===== src/rtl/vector_fetch_seq.sv =====
// vector_fetch_seq: fetches reset/NMI/IRQ/BRK vectors and loads them into the PC.
// Option VECTOR_FETCH_NMI_HIJACK_EN: a late NMI edge takes over an IRQ/BRK fetch.
module vector_fetch_seq (
  input  logic        clock_ph2,
  input  logic        rst,
  input  logic        sync,
  input  logic        nmi_n,
  input  logic        irq_n,
  input  logic        irq_mask,
  input  logic        brk_req,
  input  logic [7:0]  mem_din,
  output logic [15:0] mem_addr,
  output logic        mem_rd,
  output logic [7:0]  ADLout,
  output logic [7:0]  ADHout,
  output logic        ADLout_en,
  output logic        ADHout_en,
  output logic [1:0]  vec_src,
  output logic        set_i,
  output logic        ack,
  output logic        busy
);

  typedef enum logic [1:0] {IDLE, RD_LO, RD_HI, LOAD} state_t;

  localparam logic [1:0] SRC_RST = 2'b00;
  localparam logic [1:0] SRC_NMI = 2'b01;
  localparam logic [1:0] SRC_IRQ = 2'b10;

  state_t      state_q;
  logic        rst_pend_q;
  logic        nmi_lat_q, nmi_lat_d;
  logic        nmi_prev_q;
  logic [15:0] addr_q;
  logic        rd_q;
  logic [7:0]  adl_q, adh_q;
  logic        load_q;
  logic [1:0]  src_q;

  logic       nmi_edge, nmi_req, irq_act;
  logic       go, hijack, nmi_take;
  logic [1:0] src_sel;

  function automatic logic [15:0] vec_lo(input logic [1:0] s);
    case (s)
      SRC_RST: vec_lo = 16'hFFFC;
      SRC_NMI: vec_lo = 16'hFFFA;
      default: vec_lo = 16'hFFFE;
    endcase
  endfunction

  assign nmi_edge = nmi_prev_q & ~nmi_n;
  assign nmi_req  = nmi_lat_q | nmi_edge;
  assign irq_act  = ~irq_n & ~irq_mask;

  assign go = (state_q == IDLE) &
              (rst_pend_q | (sync & (nmi_req | brk_req | irq_act)));

  always_comb begin
    src_sel = SRC_IRQ;
    if (rst_pend_q)   src_sel = SRC_RST;
    else if (nmi_req) src_sel = SRC_NMI;
  end

`ifdef VECTOR_FETCH_NMI_HIJACK_EN
  assign hijack = (state_q == RD_LO) & (src_q == SRC_IRQ) & nmi_req;
`else
  assign hijack = 1'b0;
`endif

  // an edge arriving on the very cycle the latch is consumed stays latched
  assign nmi_take  = (go & (src_sel == SRC_NMI)) | hijack;
  assign nmi_lat_d = nmi_take ? (nmi_lat_q & nmi_edge)
                              : (nmi_lat_q | nmi_edge);

  always_ff @(posedge clock_ph2) begin
    if (rst) begin
      state_q    <= IDLE;
      rst_pend_q <= 1'b1;
      nmi_lat_q  <= 1'b0;
      nmi_prev_q <= 1'b1;
      addr_q     <= 16'h0000;
      rd_q       <= 1'b0;
      adl_q      <= 8'h00;
      adh_q      <= 8'h00;
      load_q     <= 1'b0;
      src_q      <= SRC_RST;
    end else begin
      nmi_prev_q <= nmi_n;
      nmi_lat_q  <= nmi_lat_d;
      load_q     <= 1'b0;
      unique case (state_q)
        IDLE: begin
          if (go) begin
            state_q <= RD_LO;
            src_q   <= src_sel;
            addr_q  <= vec_lo(src_sel);
            rd_q    <= 1'b1;
            if (src_sel == SRC_RST) rst_pend_q <= 1'b0;
          end
        end
        RD_LO: begin
          if (hijack) begin
            addr_q <= 16'hFFFA;
            src_q  <= SRC_NMI;
          end else begin
            state_q <= RD_HI;
            addr_q  <= addr_q | 16'h0001;
          end
        end
        RD_HI: begin
          state_q <= LOAD;
          rd_q    <= 1'b0;
          adl_q   <= mem_din;
          load_q  <= 1'b1;
        end
        LOAD: begin
          state_q <= IDLE;
          adh_q   <= mem_din;
        end
      endcase
    end
  end

  assign mem_addr  = addr_q;
  assign mem_rd    = rd_q;
  assign ADLout    = adl_q;
  assign ADHout    = (state_q == LOAD) ? mem_din : adh_q;
  assign ADLout_en = load_q;
  assign ADHout_en = load_q;
  assign ack       = load_q;
  assign set_i     = load_q;
  assign vec_src   = src_q;
  assign busy      = ~rst & ((state_q != IDLE) | rst_pend_q);

endmodule


===== config.mk =====
export PLATFORM = sky130hd
export DESIGN_NAME = vector_fetch_seq
export DESIGN_NICKNAME = d
export VERILOG_FILES = /design/src/rtl/vector_fetch_seq.sv
export SDC_FILE = /design/constraint.sdc
export NUM_CORES = 1
export LEC_CHECK = 0
export ABC_AREA = 0
export BUFFER_PORTS_ARGS = -buffer_cell sky130_fd_sc_hd__buf_2
export CAP_MARGIN = 40
export CORE_ASPECT_RATIO = 1.2
export CORE_MARGIN = 5
export CORE_UTILIZATION = 50
export DETAILED_ROUTE_END_ITERATION = 7
export PLACE_DENSITY = 0.83
export SYNTH_ARGS = -nofsm -noshare
export SYNTH_HDL_FRONTEND = slang
export SYNTH_SLANG_ARGS = --single-unit

===== constraint.sdc =====
create_clock -name clock_ph2 -period 3.5 [get_ports clock_ph2]
set_input_delay 0.875 -clock clock_ph2 [delete_from_list [all_inputs] [get_ports clock_ph2]]
set_output_delay 0.875 -clock clock_ph2 [all_outputs]
set_load 0.1 [all_outputs]

== Word-level counts from Yosys, hierarchy flattened ==
Cells that the tools add are included.
Storage, ports and cells
  register bits after elaboration: 41
  bits in latches: 0
  RAM bits: 0
  memory bits (read-only): 0
  input bits: 15
  output and inout bits: 40
  memories kept: 0
Operators by class
  add/subtract/negate cells: 0
  multipliers: 0
  divide/modulo/power cells: 0
  $lt $le $gt $ge: 0
  equality and inequality tests: 5
  shift-type cells: 0
  multiplexer cells: 12
  bitwise gates (word level): 17
  reductions and logical operators: 10
Operator list (number)
  $pmux W16 S2: 1
  $mux W16: 1
  $mux W8: 1
  $pmux W2 S4: 1
  $and A1 B1 Y1: 7
  $mux W2: 3
  $pmux W3 S2: 1
  $reduce_and A2 Y1: 3
  $reduce_and A3 Y1: 2
  $reduce_bool A2 Y1: 3
  $not A1 Y1: 5
  $or A1 B1 Y1: 5
  $eq A2 B1 Y1 const B: 2
  $eq A2 B2 Y1 const B: 2
  $logic_not A2 Y1: 2
  $mux W1: 3
  $ne A2 B2 Y1 const B: 1
  $pmux W1 S2: 1

== Depth between registers and ports, before layout ==
Gate-level depths: netlist of run 1.
  depth in word-level cells: 10
  gate-level depth with buffers: 5
  gate-level depth less buffers: 5

== Worst setup path before layout of run 1 ==
No wires, ideal clock.
  path kind: input-to-output
  from: input rst
  to: output busy
  arrival: 2.701 ns
  required time: 2.625 ns
  slack: -0.076 ns
  cell stages on the path: 3
  buffers on the path: 2
  cell sequence: buf_2 buf_1 a21oi_1
Between the ends
  cells in the longest elaborated chain, start to end: 2
RTL lines
  from (decl): RTL line 5  | input logic rst,
  $not A1 Y1: RTL line 134  | assign busy = ~rst & ((state_q != IDLE) | rst_pend_q);
  $and A1 B1 Y1: RTL line 134
  to (decl): RTL line 21  | output logic busy
No other way between the ends.

== Worst setup path after layout of run 1 ==
  from: register state_q[1]
  to: output ADHout[0]
Between the ends
  cells in the longest elaborated chain, start to end: 2
RTL lines
  from (decl): RTL line 30  | state_t state_q;
  from (signal assigned): RTL line 78  | state_q <= IDLE;
  from (signal assigned): RTL line 95  | state_q <= RD_LO;
  from (signal assigned): RTL line 107  | state_q <= RD_HI;
  $eq A2 B2 Y1: RTL line 128  | assign ADHout = (state_q == LOAD) ? mem_din : adh_q;
  $mux W8: RTL line 128
  to (decl): RTL line 15  | output logic [7:0] ADHout,
No other way between the ends.

==> impl_metrics.xml, run 1 <==
<?xml version="1.0" encoding="UTF-8"?>
<metrics>
  <group name="run_status">
    <metric name="run_status" unit="">complete, no violations</metric>
  </group>
  <group name="worst_setup_path">
    <metric name="rr_startpoint" unit="">state_q[0]$_SDFFE_PP0P_</metric>
    <metric name="critical_path_arrival" unit="ps">1810</metric>
    <metric name="timing.reg2reg.worst_path_depth" unit="">5</metric>
    <metric name="cp_max_fo" unit="">8</metric>
    <metric name="worst_ep_required_time" unit="ps">2620</metric>
    <metric name="reg2reg_setup_slack" unit="ps">1770</metric>
    <metric name="cp-end-kind" unit="">output port</metric>
    <metric name="critPathLaunchType" unit="">flip-flop</metric>
    <metric name="criticalPathCategory" unit="">reg -&gt; out</metric>
    <metric name="reg2reg_to" unit="">mem_rd$_SDFFE_PP0P_</metric>
  </group>
  <group name="clock_network">
    <metric name="clockRootBuffer" unit="">sky130_fd_sc_hd__clkbuf_4</metric>
    <metric name="clock_latency" unit="ps">330</metric>
    <metric name="cts_hold_buffers" unit="">0</metric>
    <metric name="cts.htree.levels" unit="">2</metric>
    <metric name="numCtsBuffers" unit="">5</metric>
    <metric name="postCtsSetupBuffers" unit="">0</metric>
    <metric name="clkSinkCount" unit="">29</metric>
    <metric name="cts_tree" unit="">done</metric>
    <metric name="clkSlewWorstSetupHoldPaths" unit="ps">90</metric>
    <metric name="clock_path_buffers" unit="">2</metric>
    <metric name="cts_resized" unit="">0</metric>
  </group>
  <group name="grt">
    <metric name="grt-ovfl-total" unit="">0</metric>
    <metric name="first_global_vias" unit="">1076</metric>
    <metric name="gr-usage-all-layers" unit="%">16.04</metric>
    <metric name="global_route_wire_length_before_repair" unit="mm">4.726</metric>
    <metric name="grt_start_max_net_pins" unit="">20</metric>
    <metric name="antenna_found_initial" unit="">0</metric>
  </group>
  <group name="yosys">
    <metric name="synth_seq_area_share" unit="%">43.16</metric>
    <metric name="synthesis.yosys.warnings" unit="">0</metric>
    <metric name="yosys.area.top_type_share" unit="%">43.16</metric>
    <metric name="dominantRegCellSynth" unit="">sky130_fd_sc_hd__dfxtp_1</metric>
    <metric name="synth_cells" unit="">137</metric>
    <metric name="post_synth_main_area_contributors" unit="">sky130_fd_sc_hd__dfxtp_1 (43%), sky130_fd_sc_hd__buf_4 (8.4%), sky130_fd_sc_hd__mux2i_1 (6.7%), sky130_fd_sc_hd__mux2_2 (6.7%), sky130_fd_sc_hd__and2_1 (3.7%)</metric>
    <metric name="synthesized_area_per_cell" unit="µm²">9.818</metric>
    <metric name="async_reset_ff_share" unit="%">0</metric>
    <metric name="post_synth_instance_area" unit="µm²">1345</metric>
    <metric name="postSynthRegisterBits" unit="">29</metric>
    <metric name="postSynthNetCount" unit="">156</metric>
    <metric name="yosysTopAreaCell" unit="">sky130_fd_sc_hd__dfxtp_1</metric>
    <metric name="synth.distinct_cells" unit="">36</metric>
    <metric name="count_of_flip_flops_with_a_built_in_enable_after_synthesis" unit="">0</metric>
  </group>
  <group name="route">
    <metric name="detail_route.first_pass.iterations" unit="">2</metric>
    <metric name="detail_route.wirelength" unit="mm">2.857</metric>
    <metric name="drt_iter0_drc" unit="">20</metric>
    <metric name="vias" unit="">1064</metric>
    <metric name="drc_errors" unit="">0</metric>
    <metric name="drt-wirelength-per-cell" unit="µm">13.54</metric>
    <metric name="antenna_violating_nets_post_route" unit="">0</metric>
    <metric name="vias_per_cell" unit="">5.043</metric>
  </group>
  <group name="place">
    <metric name="port_buffers" unit="">54</metric>
    <metric name="gp_congestion" unit="">0.8659</metric>
    <metric name="placement.setup.worst_slack" unit="ps">966.7</metric>
    <metric name="dp_hpwl" unit="mm">2.162</metric>
    <metric name="post-place-cells" unit="">203</metric>
  </group>
  <group name="sta">
    <metric name="maxSlewHeadroom" unit="%">65.71</metric>
    <metric name="setup_tns" unit="ps">0</metric>
    <metric name="fmax" unit="MHz">371.8</metric>
    <metric name="setup_repair_after_global_routing_missed_its_margin" unit="">no</metric>
    <metric name="tightestPinTransition" unit="ps">514.3</metric>
    <metric name="finalWorstPathRequiredPeriod" unit="ps">2690</metric>
    <metric name="timing_max_transition_violations_final" unit="">0</metric>
    <metric name="finalSetupViolCount" unit="">0</metric>
    <metric name="finClkSkew" unit="ps">13.64</metric>
    <metric name="fin_crit_share" unit="%">76.85</metric>
    <metric name="finalHoldViolCount" unit="">0</metric>
    <metric name="post-route-worst-setup-slack" unit="ps">810.3</metric>
  </group>
  <group name="layout">
    <metric name="mostFrequentLayoutCell" unit="">sky130_fd_sc_hd__buf_2</metric>
    <metric name="drive_above_1_share" unit="%">43.26</metric>
    <metric name="finalNonFillerCells" unit="">211</metric>
    <metric name="finish.net_count" unit="">196</metric>
    <metric name="most_frequent_cells_in_the_layout" unit="">sky130_fd_sc_hd__buf_2 (54), sky130_fd_sc_hd__dfxtp_1 (29), sky130_fd_sc_hd__nor2_1 (12), sky130_fd_sc_hd__inv_1 (9), sky130_fd_sc_hd__mux2i_1 (9)</metric>
    <metric name="signed_area_change_from_the_synthesized_netlist_to_the_final_layout" unit="%">16.65</metric>
    <metric name="layout.core_utilization" unit="%">61.47</metric>
    <metric name="antenna_cells_inserted" unit="">0</metric>
    <metric name="fill_cells" unit="">245</metric>
  </group>
  <group name="min_path">
    <metric name="hp-start" unit="">vec_src[0]$_SDFFE_PP0P_</metric>
    <metric name="worstHoldPathCells" unit="">2</metric>
    <metric name="timing.hold.worst_endpoint" unit="">vec_src[0]$_SDFFE_PP0P_</metric>
    <metric name="holdCritPathClass" unit="">reg -&gt; reg</metric>
  </group>
  <group name="die">
    <metric name="die-height" unit="µm">66.82</metric>
    <metric name="die_area" unit="µm²">3832</metric>
    <metric name="die-width" unit="µm">57.35</metric>
    <metric name="num_io_pins" unit="">55</metric>
    <metric name="initial_utilization" unit="%">52.70</metric>
    <metric name="site_rows" unit="">20</metric>
    <metric name="core_area" unit="µm²">2552</metric>
  </group>
  <group name="run">
    <metric name="max-cap-violations" unit="">0</metric>
  </group>
</metrics>
==> final cells by class <==
class	instances	area, µm²	area share [%]
flip-flops and latches	29	580.6	37.00
well taps	33	41.29	2.632
clock inverters	3	17.52	1.116
multi-input cells	78	588.1	37.48
clock buffers	5	37.54	2.392
inverters	9	33.78	2.153
repair buffers	54	270.3	17.22
==> synthesized netlist by cell type, types with 2 or more instances <==
library cell                n
sky130_fd_sc_hd__dfxtp_1   29
sky130_fd_sc_hd__buf_4     15
sky130_fd_sc_hd__nor2_1    12
sky130_fd_sc_hd__inv_1      9
sky130_fd_sc_hd__mux2i_1    9
sky130_fd_sc_hd__and2_1     8
sky130_fd_sc_hd__mux2_2     8
sky130_fd_sc_hd__nand2_1    5
sky130_fd_sc_hd__ha_1       4
sky130_fd_sc_hd__a21oi_1    3
sky130_fd_sc_hd__buf_2      3
sky130_fd_sc_hd__o21ai_0    3
sky130_fd_sc_hd__a221oi_1   2
sky130_fd_sc_hd__a31o_2     2
sky130_fd_sc_hd__nand2b_1   2
sky130_fd_sc_hd__nand3b_1   2
sky130_fd_sc_hd__nor3b_1    2
==> metrics by stage <==
stage               area, µm²  hold slack (ps)
finish                   1569            458.0
global route             1569            480.8
CTS                      1569            459.2
detailed placement       1514            443.6
global placement         1514            444.7
floorplan                1349            466.9
==> how the worst max path moves through the flow <==
| stage | cells past startpoint | end | startpoint |
|---|---|---|---|
| after floorplan | 3 | busy | rst |
| after global placement | 3 | busy | rst |
| after detailed placement | 3 | busy | rst |
| after CTS | 3 | ADHout[0] | state_q[1]$_SDFFE_PP0P_ |
| after global routing | 3 | ADHout[2] | state_q[1]$_SDFFE_PP0P_ |
| final | 3 | ADHout[0] | state_q[1]$_SDFFE_PP0P_ |
==> per-layer routing <==
| metal | vias to the layer above | GRT usage (%) | part of all wire (%) |
|---|---|---|---|
| met5 | - | 0 | 0 |
| met2 | 35 | 27.82 | 52 |
| met4 | 0 | 7.246 | 2.1 |
| li1 | 533 | - | - |
| met1 | 489 | 16.61 | 39 |
| met3 | 7 | 6.783 | 7.4 |
==> state kept, by name, summed over array words and instances, names as in the netlist <==
signal / count
mem_addr: 4
nmi_prev_q: 1
adh_q: 8
ADHout_en: 1
ADLout: 8
vec_src: 2
nmi_lat_q: 1
mem_rd: 1
state_q: 2
rst_pend_q: 1
==> logic make-up after synthesis <==
logic type                 Yosys count  synth area share (%)
AOI/OAI and AO/OA                   20                 11.63
adders and majority gates            4                 3.721
buffers and inverters               30                 13.39
DFF                                 29                 43.16
muxes                               17                 13.40
and+or+nand+nor                     37                 14.70
==> worst max-delay path, cell delays in order, from the launching register on <==
cell and delay [ps]:
sky130_fd_sc_hd__dfxtp_1 380, sky130_fd_sc_hd__ha_1 410, sky130_fd_sc_hd__mux2_2 400, sky130_fd_sc_hd__buf_2 300
Power of run 1 is not shown: default switching activity piles up to over one toggle a cycle in this logic, so the estimate is an artifact.
==> run 2: changes to the inputs <==
--- a/config.mk
+++ b/config.mk
@@ -10,9 +10,9 @@
 export CAP_MARGIN = 40
 export CORE_ASPECT_RATIO = 1.2
 export CORE_MARGIN = 5
-export CORE_UTILIZATION = 50
+export CORE_UTILIZATION = 47
 export DETAILED_ROUTE_END_ITERATION = 7
-export PLACE_DENSITY = 0.83
+export PLACE_DENSITY = 0.78
 export SYNTH_ARGS = -nofsm -noshare
 export SYNTH_HDL_FRONTEND = slang
 export SYNTH_SLANG_ARGS = --single-unit
==> constraint.sdc (replaced) <==
create_clock -name clock_ph2 -period 2.6 [get_ports clock_ph2]
set_input_delay 0.65 -clock clock_ph2 [delete_from_list [all_inputs] [get_ports clock_ph2]]
set_output_delay 0.65 -clock clock_ph2 [all_outputs]
set_load 0.1 [all_outputs]
==> run 2 against run 1 <==
  * Via count down 0.47%
  * Critical path depth did not move
  * Core utilization fell by 4.6 points
  * Wire length decreased by 3.3%
  * Final cell count is 0.47% higher
  * Count of clock-buffer cells in the layout is 2 higher
  * Die area grew 5.3%
  * Cell area up 1.0%
  * Highest routed layer unchanged
==> impl_metrics.xml, run 2 (same netlist as run 1, synthesis figures left out) <==
<?xml version="1.0" encoding="UTF-8"?>
<metrics>
  <group name="sta">
    <metric name="tightestPinTransition" unit="ps">498.5</metric>
    <metric name="setup_repair_after_global_routing_missed_its_margin" unit="">no</metric>
    <metric name="finalSetupViolCount" unit="">0</metric>
    <metric name="finClkSkew" unit="ps">7.494</metric>
    <metric name="fin_crit_share" unit="%">95.13</metric>
    <metric name="maxSlewHeadroom" unit="%">66.77</metric>
    <metric name="setup_tns" unit="ps">0</metric>
    <metric name="finalHoldViolCount" unit="">0</metric>
    <metric name="fmax" unit="MHz">404.3</metric>
    <metric name="timing_max_transition_violations_final" unit="">0</metric>
    <metric name="finalWorstPathRequiredPeriod" unit="ps">2473</metric>
  </group>
  <group name="grt">
    <metric name="antenna_found_initial" unit="">0</metric>
    <metric name="first_global_vias" unit="">1029</metric>
    <metric name="grt-ovfl-total" unit="">0</metric>
    <metric name="grt_start_max_net_pins" unit="">20</metric>
    <metric name="gr-usage-all-layers" unit="%">14.23</metric>
    <metric name="global_route_wire_length_before_repair" unit="mm">4.243</metric>
  </group>
  <group name="worst_setup_path">
    <metric name="timing.reg2reg.worst_path_depth" unit="">5</metric>
    <metric name="reg2reg_setup_slack" unit="ps">970</metric>
    <metric name="cp-end-kind" unit="">output port</metric>
    <metric name="max_stage_delay" unit="ps">400</metric>
    <metric name="critical_path_arrival" unit="ps">1820</metric>
    <metric name="worst_ep_required_time" unit="ps">1950</metric>
    <metric name="reg2reg_to" unit="">mem_rd$_SDFFE_PP0P_</metric>
    <metric name="critPathLaunchType" unit="">flip-flop</metric>
    <metric name="cp_max_fo" unit="">8</metric>
    <metric name="criticalPathCategory" unit="">reg -&gt; out</metric>
    <metric name="critical_path.cell_chain" unit="">ha_1 &gt; mux2_2 &gt; buf_2</metric>
    <metric name="rr_startpoint" unit="">state_q[0]$_SDFFE_PP0P_</metric>
    <metric name="timing.critical_path.slowest_stage_cell" unit="">sky130_fd_sc_hd__ha_1</metric>
  </group>
  <group name="route">
    <metric name="drt_iter0_drc" unit="">22</metric>
    <metric name="vias" unit="">1059</metric>
    <metric name="drt-wirelength-per-cell" unit="µm">13.04</metric>
    <metric name="antenna_violating_nets_post_route" unit="">0</metric>
    <metric name="drc_errors" unit="">0</metric>
    <metric name="vias_per_cell" unit="">4.995</metric>
    <metric name="detail_route.first_pass.iterations" unit="">4</metric>
    <metric name="detail_route.wirelength" unit="mm">2.764</metric>
  </group>
  <group name="die">
    <metric name="die-width" unit="µm">58.84</metric>
    <metric name="num_io_pins" unit="">55</metric>
    <metric name="die-height" unit="µm">68.60</metric>
    <metric name="site_rows" unit="">21</metric>
    <metric name="core_area" unit="µm²">2785</metric>
    <metric name="initial_utilization" unit="%">48.29</metric>
    <metric name="die_area" unit="µm²">4036</metric>
  </group>
  <group name="run_status">
    <metric name="run_status" unit="">complete, no violations</metric>
  </group>
  <group name="clock_network">
    <metric name="cts_resized" unit="">0</metric>
    <metric name="clkSlewWorstSetupHoldPaths" unit="ps">90</metric>
    <metric name="clkSinkCount" unit="">29</metric>
    <metric name="clockRootBuffer" unit="">sky130_fd_sc_hd__clkbuf_4</metric>
    <metric name="cts_tree" unit="">done</metric>
    <metric name="cts.htree.levels" unit="">2</metric>
    <metric name="clock_path_buffers" unit="">2</metric>
    <metric name="clock_latency" unit="ps">330</metric>
    <metric name="postCtsSetupBuffers" unit="">0</metric>
    <metric name="cts_hold_buffers" unit="">0</metric>
    <metric name="numCtsBuffers" unit="">5</metric>
  </group>
  <group name="layout">
    <metric name="drive_above_1_share" unit="%">43.26</metric>
    <metric name="antenna_cells_inserted" unit="">0</metric>
    <metric name="finish.net_count" unit="">196</metric>
    <metric name="mostFrequentLayoutCell" unit="">sky130_fd_sc_hd__buf_2</metric>
    <metric name="most_frequent_cells_in_the_layout" unit="">sky130_fd_sc_hd__buf_2 (54), sky130_fd_sc_hd__dfxtp_1 (29), sky130_fd_sc_hd__nor2_1 (12), sky130_fd_sc_hd__inv_1 (9), sky130_fd_sc_hd__mux2i_1 (9)</metric>
    <metric name="signed_area_change_from_the_synthesized_netlist_to_the_final_layout" unit="%">17.86</metric>
  </group>
  <group name="place">
    <metric name="dp_hpwl" unit="mm">2.125</metric>
    <metric name="port_buffers" unit="">54</metric>
    <metric name="gp_congestion" unit="">0.8047</metric>
  </group>
  <group name="min_path">
    <metric name="holdCritPathClass" unit="">reg -&gt; reg</metric>
    <metric name="timing.hold.worst_endpoint" unit="">vec_src[0]$_SDFFE_PP0P_</metric>
    <metric name="worstHoldPathCells" unit="">2</metric>
    <metric name="hp-start" unit="">vec_src[0]$_SDFFE_PP0P_</metric>
  </group>
  <group name="run">
    <metric name="max-cap-violations" unit="">0</metric>
  </group>
</metrics>
[run 2: cell count changes in the layout (fill, tap and decap cells not counted), sizes merged]
cell      before  now
clkbuf         5    7
clkinvlp       1    0
clkinv         2    1
[run 2: cell type report]
class / count / area (µm²)
Sequential cell: 29 / 580.6
Fill cell: 264 / 1200
Clock inverter: 1 / 5.005
Tap cell: 34 / 42.54
Timing Repair Buffer: 54 / 270.3
Clock buffer: 7 / 65.06
Inverter: 9 / 33.78
Multi-Input combinational cell: 78 / 588.1
[run 2: metrics by stage]
step | setup slack (ps) | cells | util [%] | instance area [µm²] | hold slack, ps
detailed placement | 454.1 | 204 | 54.40 | 1515 | 459.6
CTS | 90.08 | 212 | 56.92 | 1585 | 472.5
floorplan | 97.07 | 137 | - | 1349 | 466.9
finish | 126.6 | 212 | 56.92 | 1585 | 467.5
global placement | 520.0 | 204 | 54.40 | 1515 | 447.1
global route | 25.91 | 212 | 56.92 | 1585 | 499.5
[run 2: worst max path at each step]
stage / startpoint / end / slack [ps] / cells after the start
CTS: state_q[1]$_SDFFE_PP0P_ / ADHout[5] / 90 / 3
global route: state_q[1]$_SDFFE_PP0P_ / ADHout[1] / 30 / 3
floorplan: rst / busy / 100 / 3
finish: state_q[1]$_SDFFE_PP0P_ / ADHout[5] / 130 / 3
global placement: rst / busy / 520 / 3
detailed placement: state_q[1]$_SDFFE_PP0P_ / ADHout[5] / 450 / 3
[run 2: worst max-delay path: cells and delay by family, from the launching register on]
| kind | cells | cell delay (ps) |
|---|---|---|
| DFF | 1 | 390 |
| buffers and inverters | 1 | 300 |
| muxes | 1 | 400 |
| adders and majority gates | 1 | 400 |
[run 2: metal layers]
layer	wire [µm]	vias to the layer above	track usage [%]
li1	-	531	-
met1	1101	483	14.42
met2	1351	39	24.31
met3	264	6	5.587
met4	47	0	9.065
met5	0	-	0
Power of run 2 is left out for the same reason.
